## config.mk

```make
export PLATFORM = sky130hd
export DESIGN_NAME = div_radix2_iter
export DESIGN_NICKNAME = d
export VERILOG_FILES = /design/src/rtl/div_radix2_iter.sv
export SDC_FILE = /design/constraint.sdc
export NUM_CORES = 1
export LEC_CHECK = 0
export ABC_CLOCK_PERIOD_IN_PS = 6500
export CORE_AREA = 4 4 154 156
export DETAILED_ROUTE_END_ITERATION = 12
export DIE_AREA = 0 0 158 160
export PLACE_DENSITY = 0.78
export REMOVE_ABC_BUFFERS = 1
export SYNTH_ARGS = -nofsm -noshare
export SYNTH_HDL_FRONTEND = slang
export SYNTH_SLANG_ARGS = --single-unit
```

## constraint.sdc

```tcl
create_clock -name clk -period 6.5 [get_ports clk]
set_input_delay 0.65 -clock clk [delete_from_list [all_inputs] [get_ports clk]]
set_output_delay 0.65 -clock clk [all_outputs]
set_load 0.05 [all_outputs]
```

## src/rtl/div_radix2_iter.sv

```systemverilog
// Iterative radix-2 restoring divider: one quotient bit per cycle, signed/unsigned,
// valid/ready request side and a held result until the consumer accepts it.
module div_radix2_iter #(
  parameter int unsigned WIDTH = 32
) (
  input  logic             clk,
  input  logic             rst,
  input  logic             div_valid,
  output logic             div_ready,
  input  logic             div_signed_i,
  input  logic [WIDTH-1:0] Z_i,
  input  logic [WIDTH-1:0] D_i,
  output logic             res_valid,
  input  logic             res_ready,
  output logic [WIDTH-1:0] q_o,
  output logic [WIDTH-1:0] s_o
);

  localparam int unsigned CW = $clog2(WIDTH);

  typedef enum logic [1:0] {IDLE, CALC, DONE} state_t;

  state_t           state;
  logic [CW-1:0]    cnt;
  logic [WIDTH-1:0] dvd;
  logic [WIDTH-1:0] dsr;
  logic [WIDTH-1:0] rem;
  logic [WIDTH-1:0] z_orig;
  logic             neg_q;
  logic             neg_r;
  logic             div_zero;

  logic [WIDTH:0]   rem_sh;
  logic [WIDTH-1:0] rem_sub;
  logic             ge;
  logic [WIDTH-1:0] rem_nx;
  logic [WIDTH-1:0] q_raw;
  logic [WIDTH-1:0] q_fix;
  logic [WIDTH-1:0] s_fix;
  logic [WIDTH-1:0] z_abs;
  logic [WIDTH-1:0] d_abs;

  always_comb begin
    z_abs   = (div_signed_i && Z_i[WIDTH-1]) ? -Z_i : Z_i;
    d_abs   = (div_signed_i && D_i[WIDTH-1]) ? -D_i : D_i;
    rem_sh  = {rem, dvd[WIDTH-1]};
    ge      = rem_sh >= {1'b0, dsr};
    // Remainder stays below |D|, so the subtraction fits in WIDTH bits whenever it is taken.
    rem_sub = rem_sh[WIDTH-1:0] - dsr;
    rem_nx  = ge ? rem_sub : rem_sh[WIDTH-1:0];
    q_raw   = {dvd[WIDTH-2:0], ge};
    q_fix   = neg_q ? -q_raw : q_raw;
    s_fix   = neg_r ? -rem_nx : rem_nx;
  end

  always_ff @(posedge clk) begin
    if (rst) begin
      state     <= IDLE;
      div_ready <= 1'b1;
      res_valid <= 1'b0;
      q_o       <= '0;
      s_o       <= '0;
      cnt       <= '0;
      dvd       <= '0;
      dsr       <= '0;
      rem       <= '0;
      z_orig    <= '0;
      neg_q     <= 1'b0;
      neg_r     <= 1'b0;
      div_zero  <= 1'b0;
    end else begin
      unique case (state)
        IDLE: begin
          if (div_valid && div_ready) begin
            state     <= CALC;
            div_ready <= 1'b0;
            dvd       <= z_abs;
            dsr       <= d_abs;
            rem       <= '0;
            cnt       <= '0;
            z_orig    <= Z_i;
            neg_q     <= div_signed_i & (Z_i[WIDTH-1] ^ D_i[WIDTH-1]);
            neg_r     <= div_signed_i & Z_i[WIDTH-1];
            div_zero  <= (D_i == '0);
          end
        end
        CALC: begin
          dvd <= q_raw;
          rem <= rem_nx;
          cnt <= cnt + 1'b1;
          if (cnt == CW'(WIDTH - 1)) begin
            state     <= DONE;
            res_valid <= 1'b1;
            q_o       <= div_zero ? '1 : q_fix;
            s_o       <= div_zero ? z_orig : s_fix;
          end
        end
        DONE: begin
          if (res_ready) begin
            state     <= IDLE;
            res_valid <= 1'b0;
            div_ready <= 1'b1;
          end
        end
        default: begin
          state     <= IDLE;
          div_ready <= 1'b1;
          res_valid <= 1'b0;
        end
      endcase
    end
  end

endmodule

```

==> run metrics <==
iteration-0 DRC count of the detailed router=1391; Register-to-Register Path Depth=16; share of cells above drive strength 1=approximately 4.6%; number of synthesized flops with an enable pin=0; reg2reg start=rem[14]; Layout area overhead=16.7%; hold path start=dsr[31]; cts hold-fix bufs=0; hold path depth=2; Most Crowded Layer GR=met2; Hold WS=452 ps; Setup crit end kind=flop; clk_lat worst skew=roughly 520 ps; DR DRC count=0; via count=13000; vias in the first global route=12200; final hold violation count=0; fin crit share=84.5%; first-pass GRT wire length=about 65000 µm; DR pass1 iterations=5; Slew headroom=21.9%; setup TNS=0 ps; hpwl dp=29700 µm; fmax=between 150 and 200 MHz; Max Buffers Root-to-Sink=3; max_cap viols=0; Post-Syn Area per Cell=around 7.5 µm²; pre-CTS WS=between 1000 and 1500 ps; Hold/Removal Path Class=flop to flop; Async SR Flop Fraction=0%; antenna-violating nets left=0; post-synthesis sequential area ratio=a little under a third; Clk pin slew, worst setup/hold paths=approximately 60 ps; Die Ht=~160 µm; main flop type after synthesis=dfxtp_1; Final Max Tran Viols=0; nets@finish=approximately 1900; CTS Buf Count=24; global route overflow=0; Die X=approximately 160 µm; r2r endpoint=s_o[28]; worst-margin pin slew=between 1000 and 1500 ps; Routed WL per cell=slightly below 20 µm; Worst Hold Path EP=dsr[31]; routability cong.=0.951; pin count of the biggest net entering global routing=between 80 and 90; final WL=just over 40000 µm; die area=between 20000 and 30000 µm²; Multi-input gate area=between 8000 and 9000 µm²; Starting Density=a little under three fifths; met1 Usage GRT=approximately 45%; Clock Tree Root=clkbuf_16; Post-CTS Resized=0; Final Critical Period=between 5000 and 6000 ps; FF+latch area=just over 4000 µm²; Ports=roughly 140; Global Route Usage Sum=about a third; RSZ-0062 raised after global routing=no; Worst Setup Start Kind=flop; CP Data Arrival Time=5860 ps; diode count=0; vias per inst=between 6 and 7; # Post-CTS Setup Buffers=0; final worst setup slack=just over 1000 ps; CTS tree=yes; clk sinks=a little over 200; flops & latches, synth=a little over 200; Layout Skew=18.9 ps; synthesized cell area=around 13000 µm²; Lkg Pwr=between 5 and 6 nW; Fill cells=a little under 2000; Synth Instances=between 1500 and 2000; power per cell area=roughly 320 nW/µm²; crit-path max FO=26; Core Region=~22000 µm²; worst vdd ir=between 200 and 250 µV; routing usage on met2=49.7%; final setup fails=0; I/O Buffers=134; row cnt=55; CP required=just under 7000 ps; grt met3 use=roughly 3.9%; antenna violations before repair=0; Worst R2R Setup Slack=approximately 1000 ps; crit path kind=flop to flop; Cell variety after synth=roughly 80; H-tree depth=1; Yosys warnings=0; status=completed
[routing by layer]
metal / vias up / part of all wire, %
li1: 6256 / -
met1: 6100 / 44
met2: 544 / 45
met3: 75 / 7.7
met4: 0 / 2.9
met5: - / 0
[synth_stat cells (all sizes together) (20+ instances only)]
cell / count / share of area (%)
a211oi: 80 / 4.8
dfxtp: 204 / 32
xor2: 71 / 4.9
nor4: 22 / 1.1
clkbuf: 98 / 2.9
nor2: 198 / 5.8
inv: 49 / 1.4
a31oi: 37 / 1.8
buf: 20 / 0.74
nor3: 26 / 1.1
nand2: 226 / 6.6
xnor2: 58 / 4.0
o31ai: 30 / 1.8
a21oi: 163 / 6.4
nand3: 45 / 1.8
o21ai: 79 / 3.2
ha: 38 / 3.7
a22oi: 30 / 1.8
[cell type report]
| cell class | instances | share of cell area, % |
|---|---|---|
| repair buffers | 148 | 9.69 |
| multi-input cells | 1333 | 54.1 |
| clock buffers | 36 | 4.80 |
| well taps | 285 | 2.39 |
| flip-flops and latches | 204 | 27.3 |
| inverters | 50 | 1.26 |
| clock inverters | 6 | 0.394 |
[cell families after synthesis]
logic type | count (synthesis) | synth area share [%]
adder cells (fa/ha/maj) | 39 | 3.87
buffers and inverters | 168 | 5.08
XOR/XNOR | 129 | 8.83
AO/OA/AOI/OAI | 517 | 26.3
flip-flops | 204 | 31.9
AND/OR/NAND/NOR | 628 | 22.4
multiplexers | 20 | 1.62
[per-stage QoR]
stage	instance area [µm²]	utilization (%)	total power [W]	cells
3_5_place_dp	14200	63.3	0.00342	2020
5_1_grt	14900	66.8	0.00505	2062
3_3_place_gp	14200	63.3	0.00340	2020
6_report	14900	66.8	0.00478	2062
4_1_cts	14900	66.8	0.00475	2062
2_1_floorplan	12300	-	0.00286	1587
[flip-flops by register name (all words and copies together), names as in the netlist]
signal	cells
s_o	32
div_zero	1
state	2
z_orig	32
neg_q	1
dsr	32
cnt	5
q_o	32
neg_r	1
rem	32
div_ready	1
res_valid	1
dvd	32
[worst max-delay path: stages, from the launching register on]
cell and delay [ps]:
dfxtp_1 390, ha_1 500, nand2_1 180, o21ai_0 540, a221oi_2 170, a211oi_4 480
or2_4 430, mux2i_1 340, ha_1 260, nand2_1 90, nor3_1 220, mux2i_1 230
a2111oi_4 610, nand4_1 290, o21ai_0 300, xor2_1 200, o22ai_1 100
[report_power, final]
part | total (W) | internal [W] | switching (W)
clock | 0.00133 | 0.000797 | 0.000535
sequential | 0.00140 | 0.00132 | 0.0000752
combinational | 0.00205 | 0.000728 | 0.00133
[worst max path at each step]
stage,endpoint,start,slack (ps)
floorplan,dvd[31],div_ready,-4660
global placement,s_o[31],rem[14],1300
detailed placement,s_o[28],rem[14],1220
CTS,s_o[28],rem[14],1190
global route,s_o[28],rem[14],610
finish,s_o[28],rem[14],1010
[layout by cell type, fill, tap and decap left out, types with 48 or more instances in the layout]
master | Yosys | routed
xnor2_1 | 58 | 58
clkdlybuf4s50_1 | 0 | 133
dfxtp_1 | 204 | 204
nand2_1 | 225 | 225
a211oi_1 | 78 | 78
nor2_1 | 198 | 196
xor2_1 | 71 | 71
a21oi_1 | 163 | 163
inv_1 | 48 | 48
o21ai_0 | 72 | 72
(Power assumes the default switching activity.)
